$ cat config.mk
export PLATFORM = sky130hd
export DESIGN_NAME = fifo_wr_ctrl
export DESIGN_NICKNAME = d
export VERILOG_FILES = /design/src/rtl/fifo_pkg.sv /design/src/rtl/sync_2ff.sv /design/src/rtl/fifo_wr_ctrl.sv
export SDC_FILE = /design/constraint.sdc
export NUM_CORES = 1
export LEC_CHECK = 0
export BUFFER_PORTS_ARGS = -buffer_cell sky130_fd_sc_hd__clkbuf_2
export CAP_MARGIN = 15
export CORE_MARGIN = 2
export CORE_UTILIZATION = 51
export DETAILED_ROUTE_END_ITERATION = 8
export PLACE_DENSITY = 0.8
export SKIP_CTS_REPAIR_TIMING = 1
export SYNTH_ARGS = -nofsm -noshare
export SYNTH_HDL_FRONTEND = slang
export SYNTH_SLANG_ARGS = --single-unit
$ cat constraint.sdc
create_clock -name wr_clk -period 5.45 [get_ports wr_clk]
set_input_delay 1.635 -clock wr_clk [delete_from_list [all_inputs] [get_ports wr_clk]]
set_output_delay 1.635 -clock wr_clk [all_outputs]
set_load 0.02 [all_outputs]
$ cat src/rtl/fifo_pkg.sv
`default_nettype none
// ============================================================================
//  Module      : fifo_pkg
//  Description : Shared constants and Gray-code helpers for the write-side
//                and read-side controllers of the asynchronous FIFO.
//                The helpers work on FIFO_SIZE+1 bit pointers. FIFO_SIZE
//                address bits plus one wrap bit.
//  Revision    : 1.0 - initial release
// ============================================================================
package fifo_pkg;

    localparam int FIFO_SIZE  = 4;
    localparam int FIFO_DEPTH = 1 << FIFO_SIZE;
    localparam int FIFO_WIDTH = 8;
    localparam int FIFO_PTR_W = FIFO_SIZE + 1;

    typedef logic [FIFO_PTR_W-1:0] fifo_ptr_t;

    function automatic fifo_ptr_t bin2gray(input fifo_ptr_t b);
        return b ^ (b >> 1);
    endfunction

    // Each binary bit is the XOR of all Gray bits at or above its position.
    function automatic fifo_ptr_t gray2bin(input fifo_ptr_t g);
        fifo_ptr_t b;
        b[FIFO_PTR_W-1] = g[FIFO_PTR_W-1];
        for (int i = FIFO_PTR_W - 2; i >= 0; i--) begin
            b[i] = b[i+1] ^ g[i];
        end
        return b;
    endfunction

endpackage
`default_nettype wire

$ cat src/rtl/sync_2ff.sv
`default_nettype none
// ============================================================================
//  Module      : sync_2ff
//  Description : Width-parameterised two-flop synchroniser with asynchronous
//                active-low reset. Intended for Gray-coded buses, where only
//                one bit changes at a time, so a multi-bit capture is safe.
//  Ports       : clk    - destination clock
//                rst_n  - asynchronous active-low reset
//                i_d    - asynchronous input bus
//                o_q    - synchronised output (two destination edges later)
//  Revision    : 1.0 - initial release
// ============================================================================
module sync_2ff #(
    parameter int WIDTH = 1
) (
    input  logic             clk,
    input  logic             rst_n,
    input  logic [WIDTH-1:0] i_d,
    output logic [WIDTH-1:0] o_q
);

    logic [WIDTH-1:0] r_meta;
    logic [WIDTH-1:0] r_sync;

    always_ff @(posedge clk or negedge rst_n) begin
        if (!rst_n) begin
            r_meta <= '0;
            r_sync <= '0;
        end else begin
            r_meta <= i_d;
            r_sync <= r_meta;
        end
    end

    assign o_q = r_sync;

endmodule
`default_nettype wire

$ cat src/rtl/fifo_wr_ctrl.sv
`default_nettype none
// ============================================================================
//  Module      : fifo_wr_ctrl
//  Description : Write-side pointer and flag controller of the asynchronous
//                FIFO. Drives memory write enable/address, publishes a Gray
//                write pointer and derives full / almost-full / level /
//                overflow from a synchronised copy of the read Gray pointer.
//  Options     : FIFO_WR_LEVEL_EN - when defined, wr_level and almost_full
//                are computed; otherwise both are tied low and the Gray-to-
//                binary converter and subtractor are not built.
//  Ports       : wr_clk       - write clock
//                rst_n        - asynchronous active-low reset
//                wr_req       - producer write request
//                ovf_clr      - clears sticky overflow
//                rd_gray_ptr  - read-domain Gray pointer (asynchronous)
//                write_en     - memory write enable
//                wr_addr      - memory write address
//                wr_gray_ptr  - registered Gray write pointer
//                full         - FIFO full
//                almost_full  - level >= AF_THRESH
//                wr_level     - occupancy as seen from the write domain
//                overflow     - sticky: request made while full
//  Notes       : SIZE must equal fifo_pkg::FIFO_SIZE (the Gray helpers are
//                sized from the package); DEPTH must equal 2**SIZE.
//  Revision    : 1.0 - initial release
// ============================================================================
module fifo_wr_ctrl
    import fifo_pkg::*;
#(
    parameter int SIZE      = FIFO_SIZE,
    parameter int DEPTH     = FIFO_DEPTH,
    parameter int AF_THRESH = 12
) (
    input  logic          wr_clk,
    input  logic          rst_n,
    input  logic          wr_req,
    input  logic          ovf_clr,
    input  logic [SIZE:0] rd_gray_ptr,
    output logic          write_en,
    output logic [SIZE-1:0] wr_addr,
    output logic [SIZE:0] wr_gray_ptr,
    output logic          full,
    output logic          almost_full,
    output logic [SIZE:0] wr_level,
    output logic          overflow
);

    // A mis-configured instance never accepts a write, so the error shows up
    // on the first transfer rather than as silent corruption.
    localparam bit c_cfg_ok = (SIZE == FIFO_SIZE) && (DEPTH == (1 << SIZE)) &&
                              (AF_THRESH >= 1) && (AF_THRESH <= DEPTH);

    logic [SIZE:0] r_wbin;
    logic [SIZE:0] r_wgray;
    logic          r_full;
    logic          r_ovf;

    logic [SIZE:0] w_rq2;
    logic [SIZE:0] w_wbin_next;
    logic [SIZE:0] w_wgray_next;
    logic          w_full_next;
    logic          w_write_en;

    sync_2ff #(
        .WIDTH (SIZE + 1)
    ) u_rd_sync (
        .clk   (wr_clk),
        .rst_n (rst_n),
        .i_d   (rd_gray_ptr),
        .o_q   (w_rq2)
    );

    // rst_n gates the enable so a request held through reset never writes.
    assign w_write_en   = wr_req & ~r_full & rst_n & c_cfg_ok;
    assign w_wbin_next  = r_wbin + {{SIZE{1'b0}}, w_write_en};
    assign w_wgray_next = bin2gray(w_wbin_next);

    // Full when the write pointer is exactly one lap ahead of the read
    // pointer: in Gray code that is the two MSBs inverted, rest equal.
    assign w_full_next  = (w_wgray_next == {~w_rq2[SIZE:SIZE-1], w_rq2[SIZE-2:0]});

    always_ff @(posedge wr_clk or negedge rst_n) begin
        if (!rst_n) begin
            r_wbin  <= '0;
            r_wgray <= '0;
            r_full  <= 1'b0;
            r_ovf   <= 1'b0;
        end else begin
            r_wbin  <= w_wbin_next;
            r_wgray <= w_wgray_next;
            r_full  <= w_full_next;
            // Set takes priority over clear.
            if (wr_req && r_full) begin
                r_ovf <= 1'b1;
            end else if (ovf_clr) begin
                r_ovf <= 1'b0;
            end
        end
    end

`ifdef FIFO_WR_LEVEL_EN
    localparam logic [SIZE:0] c_af_thresh = (SIZE + 1)'(AF_THRESH);

    logic [SIZE:0] r_level;
    logic          r_af;
    logic [SIZE:0] w_rbin;
    logic [SIZE:0] w_level_next;

    // Uses the post-write pointer so a write and a read-pointer change in
    // the same cycle are both reflected in one update.
    assign w_rbin       = gray2bin(w_rq2);
    assign w_level_next = w_wbin_next - w_rbin;

    always_ff @(posedge wr_clk or negedge rst_n) begin
        if (!rst_n) begin
            r_level <= '0;
            r_af    <= 1'b0;
        end else begin
            r_level <= w_level_next;
            r_af    <= (w_level_next >= c_af_thresh);
        end
    end

    assign wr_level    = r_level;
    assign almost_full = r_af;
`else
    assign wr_level    = '0;
    assign almost_full = 1'b0;
`endif

    assign write_en    = w_write_en;
    assign wr_addr     = r_wbin[SIZE-1:0];
    assign wr_gray_ptr = r_wgray;
    assign full        = r_full;
    assign overflow    = r_ovf;

endmodule
`default_nettype wire

Word-level counts from Yosys, hierarchy flattened. Index checks and enable logic that the tools add are counted.

Logic and storage cells: 17. Bits in registers: 22.

Multiplexer cells: 2. Eq/ne operators: 1. Bitwise operators: 5. $add $sub $neg: 1. Reduce and logical (&&, ||, !) cells: 2.

Operators with widths (count): $add A5 B1 Y5 (1); $eq A5 B5 Y1 (1); $xor A5 B4 Y5 (1); $and A1 B1 Y1 (2); $mux W1 (2); $not A2 Y2 (1); $reduce_bool A2 Y1 (1); $logic_and A1 B1 Y1 (1); $not A1 Y1 (1).

Depth between registers and ports, before layout. Gate-level depths: netlist of the first run.

Depth in word-level cells: 6. Mapped depth: 8. Mapped depth without buffers: 8.

By module. A second synthesis of the first run with hierarchy kept.

Cell total of the unflattened synthesis: 60. Area total of the unflattened synthesis: 849.6 µm².

By module, submodules not included: fifo_wr_ctrl (cells an instance 50, sequential area each 275.3 µm², area each 599.3 µm², instances 1); sync_2ff (cells an instance 10, sequential area each 250.2 µm², area each 250.2 µm², instances 1).

Worst setup path before layout of the first run. OpenSTA, ideal clock, no wires.

Path kind: input to output. Start: input port rst_n. End: output port write_en. Stages: 1. Arrival: 1.914 ns. Setup slack: 1.901 ns. Path through: and3b_1.

Longest elaborated chain between the ends: 1.

RTL lines: start, declared (line fifo_wr_ctrl.sv:35) `input logic rst_n,`; $and A1 B1 Y1 (line fifo_wr_ctrl.sv:74) `assign w_write_en = wr_req & ~r_full & rst_n & c_cfg_ok;`; end, declared (line fifo_wr_ctrl.sv:39) `output logic write_en,`.

No other way between the ends.

Worst setup path after layout of the first run. Ends and elaborated chain as after synthesis.

==> impl_metrics.sql, run 1 <==
INSERT INTO impl_metrics (metric_group, metric, value, unit) VALUES
('run_status', 'run_status', 'finished clean', ''),
('clock_tree', 'clock_tree.htree_level_count', '1', ''),
('critical_path', 'cp_data_arrival_time', '2370', 'ps'),
('flow_run', 'drv.max_cap_violation_count', '0', ''),
('global_route', 'largest_net_degree_at_the_start_of_global_routing', '23', ''),
('sta', 'final.min_clock_period', '4000', 'ps'),
('sta', 'finClkSkew', '5.28', 'ps'),
('final_layout', 'finalInstanceArea', '963', 'um^2'),
('power', 'total_power', '0.562', 'mW'),
('yosys', 'synth_edf_count', '0', ''),
('yosys', 'synthCells', '62', ''),
('min_path', 'classification_of_the_worst_slack_hold_path', 'flip-flop to flip-flop', ''),
('critical_path', 'critical_setup_path_class', 'input pin to primary output', ''),
('route', 'ant_nets', '0', ''),
('yosys', 'synth_cell_types', '19', ''),
('clock_tree', 'cts.sink_count', '21', ''),
('placement', 'hpwlAfterDp', '857', 'um'),
('clock_tree', 'ctsLongestPathBuffers', '2', ''),
('yosys', 'ys_warn_count', '0', ''),
('global_route', 'globalRoute.totalOverflow', '0', ''),
('final_layout', 'ant_diodes', '0', ''),
('critical_path', 'critical_path_required', '3820', 'ps'),
('global_route', 'first_global_vias', '470', ''),
('critical_path', 'critPathMaxFanout', '22', ''),
('power', 'vdd_ir_drop_max', '0.300', 'mV'),
('final_layout', 'seqCellArea', '526', 'um^2'),
('placement', 'gpl.final_weighted_congestion', '0.681', ''),
('sta', 'layout_setup_ws', '1450', 'ps'),
('route', 'drc', '0', ''),
('clock_tree', 'cts_buffers', '3', ''),
('global_route', 'initial_antenna_violation_count', '0', ''),
('critical_path', 'slowest_stage', 'sky130_fd_sc_hd__buf_4', ''),
('sta', 'timing.final.max_slew_violations', '0', ''),
('sta', 'setup_violations', '0', ''),
('yosys', 'post_synth_main_area_contributors', 'sky130_fd_sc_hd__dfrtp_1, sky130_fd_sc_hd__xor2_1, sky130_fd_sc_hd__buf_4', ''),
('yosys', 'synth_top_flop_cell', 'sky130_fd_sc_hd__dfrtp_1', ''),
('critical_path', 'path_common_cell', 'sky130_fd_sc_hd__clkbuf_2', ''),
('die', 'rows', '14', ''),
('clock_tree', 'clkLatencyLatePin', '300', 'ps'),
('route', 'totalWireLength', '1.14', 'mm'),
('yosys', 'post_synth.cell_area_avg', '13.5', 'um^2'),
('die', 'die_area', '1980', 'um^2'),
('clock_tree', 'cts_tree', 'yes', ''),
('route', 'drt-wirelength-per-cell', '11.1', 'um'),
('placement', 'preCtsSetupSlack', '1420', 'ps'),
('yosys', 'post_synth_design_cell_area', '835', 'um^2'),
('final_layout', 'fill_cell_instance_count_of_the_final_layout', '129', ''),
('clock_tree', 'cts-root-buf', 'sky130_fd_sc_hd__clkbuf_4', ''),
('yosys', 'yosys.cell_count.top_type', 'sky130_fd_sc_hd__dfrtp_1', ''),
('sta', 'grt_setup_unrepaired', 'no', ''),
('route', 'routed_via_density', '4.79', ''),
('sta', 'timing.setup.tns', '0', 'ps'),
('sta', 'max_clock_freq', '250', 'MHz'),
('final_layout', 'multiInputGateArea', '279', 'um^2'),
('placement', 'place.port_buffers', '20', ''),
('yosys', 'synth_seq_cells', '21', ''),
('die', 'floorplan.initialDensity', '54.8', '%'),
('critical_path', 'timing.critical_path.cells', 'clkbuf_2 > buf_4 > and3b_1 > clkbuf_2', ''),
('route', 'initialDrtViolationCount', '3', ''),
('critical_path', 'setup.worst_path.end_class', 'primary output', ''),
('sta', 'finalHoldViolCount', '0', ''),
('yosys', 'synthDominantAreaCellType', 'sky130_fd_sc_hd__dfrtp_1', ''),
('critical_path', 'cpPeakStageDelay', '260', 'ps'),
('clock_tree', 'clkSlewWorstSetupHoldPaths', '110', 'ps'),
('yosys', 'fraction_of_registers_with_async_set_or_reset_after_synthesis', '100', '%'),
('power', 'total_leakage_power', '0.480', 'nW'),
('global_route', 'groute.usage.overall', '15.0', '%'),
('placement', 'placed_area', '936', 'um^2'),
('yosys', 'synth_common_cells', 'sky130_fd_sc_hd__dfrtp_1, sky130_fd_sc_hd__xor2_1, sky130_fd_sc_hd__buf_4, sky130_fd_sc_hd__xnor2_1, sky130_fd_sc_hd__nand3_1', ''),
('die', 'core_area', '1520', 'um^2'),
('final_layout', 'layout-area-overhead-vs-synth', '15.4', '%');
cells by family (layout without fill, tap and decap cells):
| logic type | after synthesis | after routing | synth area share, % |
|---|---|---|---|
| AOI/OAI and AO/OA | 4 | 4 | 2.85 |
| xor gates and xnor gates | 14 | 14 | 14.7 |
| adders and majority gates | 2 | 2 | 3.00 |
| buffers and inverters | 7 | 26 | 5.85 |
| DFF | 21 | 21 | 63.0 |
| other | 1 | 6 | 0.449 |
| and+or+nand+nor | 13 | 13 | 10.2 |
layout make-up:
cell class	count	share of cell area (%)
multi-input cells	39	29.0
clock buffers	3	2.34
repair buffers	21	11.2
inverters	1	0.390
clock inverters	1	0.519
flip-flops and latches	21	54.5
well taps	16	2.08
layer usage:
layer  up-vias  wire length [um]  GRT usage (%)
li1        238                 -              -
met1       229               466           16.3
met2        20               579           25.3
met3         2                72           3.67
met4         0                18           10.9
met5         -                 0              0
worst max-delay path: cells and delay by family:
family / cells / cell delay [ps]
buffers and inverters: 3 / 500
AND/OR/NAND/NOR: 1 / 220
power breakdown:
| part | leakage (nW) | switching, mW | internal, mW | total, mW |
|---|---|---|---|---|
| registers | 0.251 | 0.0333 | 0.201 | 0.235 |
| clock network | 0.0177 | 0.0447 | 0.0273 | 0.0720 |
| logic | 0.211 | 0.154 | 0.101 | 0.256 |
worst paths after layout:
kind / slack [ps] / endpoint / cells after the start / startpoint
min in group asynchronous: 1270 / r_wbin[2] / 2 / rst_n
hold reg to reg: 360 / u_rd_sync.o_q[4] / 0 / u_rd_sync.r_meta[4]
setup reg to reg: 3190 / full / 8 / full
hold / removal: 360 / u_rd_sync.o_q[4] / 0 / u_rd_sync.r_meta[4]
max in group asynchronous: 3960 / r_wbin[0] / 2 / rst_n
setup / recovery: 1450 / write_en / 4 / rst_n
cell usage in the layout, fill, tap and decap left out, types with 2 or more instances in the layout:
cell type	count
sky130_fd_sc_hd__clkbuf_2	20
sky130_fd_sc_hd__o21ai_0	2
sky130_fd_sc_hd__nand3_1	3
sky130_fd_sc_hd__nor2b_1	2
sky130_fd_sc_hd__nand2_1	2
sky130_fd_sc_hd__xnor2_1	5
sky130_fd_sc_hd__conb_1	6
sky130_fd_sc_hd__clkbuf_4	3
sky130_fd_sc_hd__ha_1	2
sky130_fd_sc_hd__dfrtp_1	21
sky130_fd_sc_hd__xor2_1	9
registers in the layout (all words and copies together), names as in the netlist:
register	count
full	1
overflow	1
r_wbin	5
u_rd_sync.o_q	5
u_rd_sync.r_meta	5
wr_gray_ptr	4
per-stage QoR:
step | instances | util, % | hold WS, ps
after floorplan | 67 | - | 331
after global routing | 102 | 63.2 | 371
final | 102 | 63.2 | 359
after global placement | 98 | 61.4 | 333
after CTS | 102 | 63.2 | 362
after detailed placement | 98 | 61.4 | 335
Power figures use the tool's default switching activity.
==> inputs of run 2 (changes only) <==
--- a/config.mk
+++ b/config.mk
@@ -8,9 +8,9 @@
 export BUFFER_PORTS_ARGS = -buffer_cell sky130_fd_sc_hd__clkbuf_2
 export CAP_MARGIN = 15
 export CORE_MARGIN = 2
-export CORE_UTILIZATION = 51
+export CORE_UTILIZATION = 47
 export DETAILED_ROUTE_END_ITERATION = 8
-export PLACE_DENSITY = 0.8
+export PLACE_DENSITY = 0.75
 export SKIP_CTS_REPAIR_TIMING = 1
 export SYNTH_ARGS = -nofsm -noshare
 export SYNTH_HDL_FRONTEND = slang
==> constraint.sdc (replaced) <==
create_clock -name wr_clk -period 4.1 [get_ports wr_clk]
set_input_delay 1.23 -clock wr_clk [delete_from_list [all_inputs] [get_ports wr_clk]]
set_output_delay 1.23 -clock wr_clk [all_outputs]
set_load 0.02 [all_outputs]
==> impl_metrics.sql, run 2 (synthesized netlist as in run 1, its figures left out) <==
INSERT INTO impl_metrics (metric_group, metric, value, unit) VALUES
('run_status', 'run_status', 'finished clean', ''),
('power', 'vdd_ir_drop_max', '0.341', 'mV'),
('sta', 'worst_hold_slack', '359', 'ps'),
('placement', 'gpl.final_weighted_congestion', '0.673', ''),
('global_route', 'first_global_vias', '429', ''),
('placement', 'hpwlAfterDp', '947', 'um'),
('route', 'drc', '0', ''),
('placement', 'place.port_buffers', '20', ''),
('min_path', 'hold_path_depth', '0', ''),
('final_layout', 'layout-area-overhead-vs-synth', '15.6', '%'),
('critical_path', 'critical_path_required', '2870', 'ps'),
('clock_tree', 'clkLatencyLatePin', '290', 'ps'),
('route', 'drt-wirelength-per-cell', '11.3', 'um'),
('sta', 'layout_worst_path_cycle_share', '71.6', '%'),
('clock_tree', 'cts.sink_count', '21', ''),
('placement', 'preCtsSetupSlack', '845', 'ps'),
('clock_tree', 'cts_tree', 'yes', ''),
('die', 'floorplan.initialDensity', '49.4', '%'),
('sta', 'timing.final.max_slew_violations', '0', ''),
('critical_path', 'critPathMaxFanout', '2', ''),
('global_route', 'largest_net_degree_at_the_start_of_global_routing', '22', ''),
('sta', 'max_clock_freq', '341', 'MHz'),
('critical_path', 'worst_r2r_path_depth', '8', ''),
('final_layout', 'mostFrequentLayoutCell', 'sky130_fd_sc_hd__dfrtp_1', ''),
('route', 'routed_via_density', '4.68', ''),
('die', 'io_pins', '27', ''),
('clock_tree', 'clock_tree.htree_level_count', '1', ''),
('critical_path', 'r2r_setup_slack', '1810', 'ps'),
('die', 'die_width', '46.1', 'um'),
('clock_tree', 'cts-root-buf', 'sky130_fd_sc_hd__clkbuf_4', ''),
('critical_path', 'r2r-end', 'full', ''),
('route', 'ant_nets', '0', ''),
('route', 'totalWireLength', '1.17', 'mm'),
('sta', 'layout_setup_ws', '1160', 'ps'),
('critical_path', 'cp_data_arrival_time', '1710', 'ps'),
('critical_path', 'critical_setup_path_class', 'input pin to primary output', ''),
('critical_path', 'worstReg2RegStart', 'full', ''),
('sta', 'final.min_clock_period', '2940', 'ps'),
('final_layout', 'mostFrequentLayoutCells', 'sky130_fd_sc_hd__dfrtp_1, sky130_fd_sc_hd__clkbuf_2, sky130_fd_sc_hd__xor2_1', ''),
('clock_tree', 'cts_buffers', '3', ''),
('power', 'total_leakage_power', '0.480', 'nW'),
('final_layout', 'finalInstanceArea', '965', 'um^2'),
('placement', 'placed_area', '937', 'um^2'),
('critical_path', 'setup.worst_path.end_class', 'primary output', ''),
('power', 'pwr_density_cell', '768', 'nW/um^2'),
('sta', 'finalHoldViolCount', '0', ''),
('final_layout', 'drive_above_1_share', '31.4', '%'),
('sta', 'grt_setup_unrepaired', 'no', ''),
('sta', 'timing.setup.tns', '0', 'ps'),
('final_layout', 'finish.net_count', '98', ''),
('die', 'die_height', '46.1', 'um'),
('global_route', 'initial_antenna_violation_count', '0', ''),
('critical_path', 'end_of_the_critical_path', 'write_en', ''),
('route', 'initialDrtViolationCount', '0', ''),
('die', 'rows', '15', ''),
('global_route', 'grt_first_pass_wirelength', '1.75', 'mm'),
('clock_tree', 'ctsLongestPathBuffers', '2', ''),
('min_path', 'classification_of_the_worst_slack_hold_path', 'flip-flop to flip-flop', ''),
('die', 'core_area', '1690', 'um^2'),
('flow_run', 'drv.max_cap_violation_count', '0', ''),
('global_route', 'groute.usage.overall', '12.5', '%'),
('sta', 'finClkSkew', '9.31', 'ps'),
('die', 'die_area', '2130', 'um^2'),
('critical_path', 'crit_path_start_kind', 'input pin', ''),
('power', 'total_power', '0.741', 'mW'),
('global_route', 'globalRoute.totalOverflow', '0', ''),
('sta', 'setup_violations', '0', ''),
('clock_tree', 'clkSlewWorstSetupHoldPaths', '100', 'ps'),
('critical_path', 'cp-startpoint', 'rst_n', ''),
('final_layout', 'ant_diodes', '0', ''),
('route', 'detailroute.via_count', '482', ''),
('route', 'drt-pass1-iter-count', '1', '');
[run 2: where the power goes]
group          internal (mW)  switching (mW)  total [mW]
clock network         0.0363          0.0570      0.0933
logic                  0.134           0.203       0.337
registers              0.267          0.0431       0.310
total                  0.438           0.303       0.741
[run 2: stage by stage]
| stage | std cells | utilization, % |
|---|---|---|
| floorplan | 67 | - |
| global placement | 99 | 55.5 |
| detailed placement | 99 | 55.5 |
| CTS | 103 | 57.1 |
| global route | 103 | 57.1 |
| finish | 103 | 57.1 |
[run 2: metal layers]
| metal | global-route usage [%] | wire (um) |
|---|---|---|
| met1 | 12.1 | 446 |
| met2 | 22.5 | 665 |
| met3 | 2.35 | 43 |
| met4 | 10.3 | 9 |
| met5 | 0 | 0 |
[run 2: worst max-delay path, cell delays in order]
cell	delay, ps
sky130_fd_sc_hd__clkbuf_2	100
sky130_fd_sc_hd__and3b_1	190
sky130_fd_sc_hd__clkbuf_2	180
[run 2: final cells by class]
class | instances | area (um^2)
well taps | 17 | 21.3
clock inverters | 1 | 5.00
inverters | 1 | 3.75
fillers | 150 | 724
repair buffers | 21 | 108
clock buffers | 3 | 22.5
multi-input cells | 39 | 279
flip-flops and latches | 21 | 526
[run 2: worst min-delay path by stage]
stage | end | start | slack [ps]
6_report | u_rd_sync.o_q[2] | u_rd_sync.r_meta[2] | 360
5_1_grt | u_rd_sync.o_q[3] | u_rd_sync.r_meta[3] | 370
4_1_cts | u_rd_sync.o_q[2] | u_rd_sync.r_meta[2] | 360
3_5_place_dp | u_rd_sync.o_q[4] | u_rd_sync.r_meta[4] | 340
3_3_place_gp | u_rd_sync.o_q[0] | u_rd_sync.r_meta[0] | 330
2_1_floorplan | u_rd_sync.o_q[0] | u_rd_sync.r_meta[0] | 330
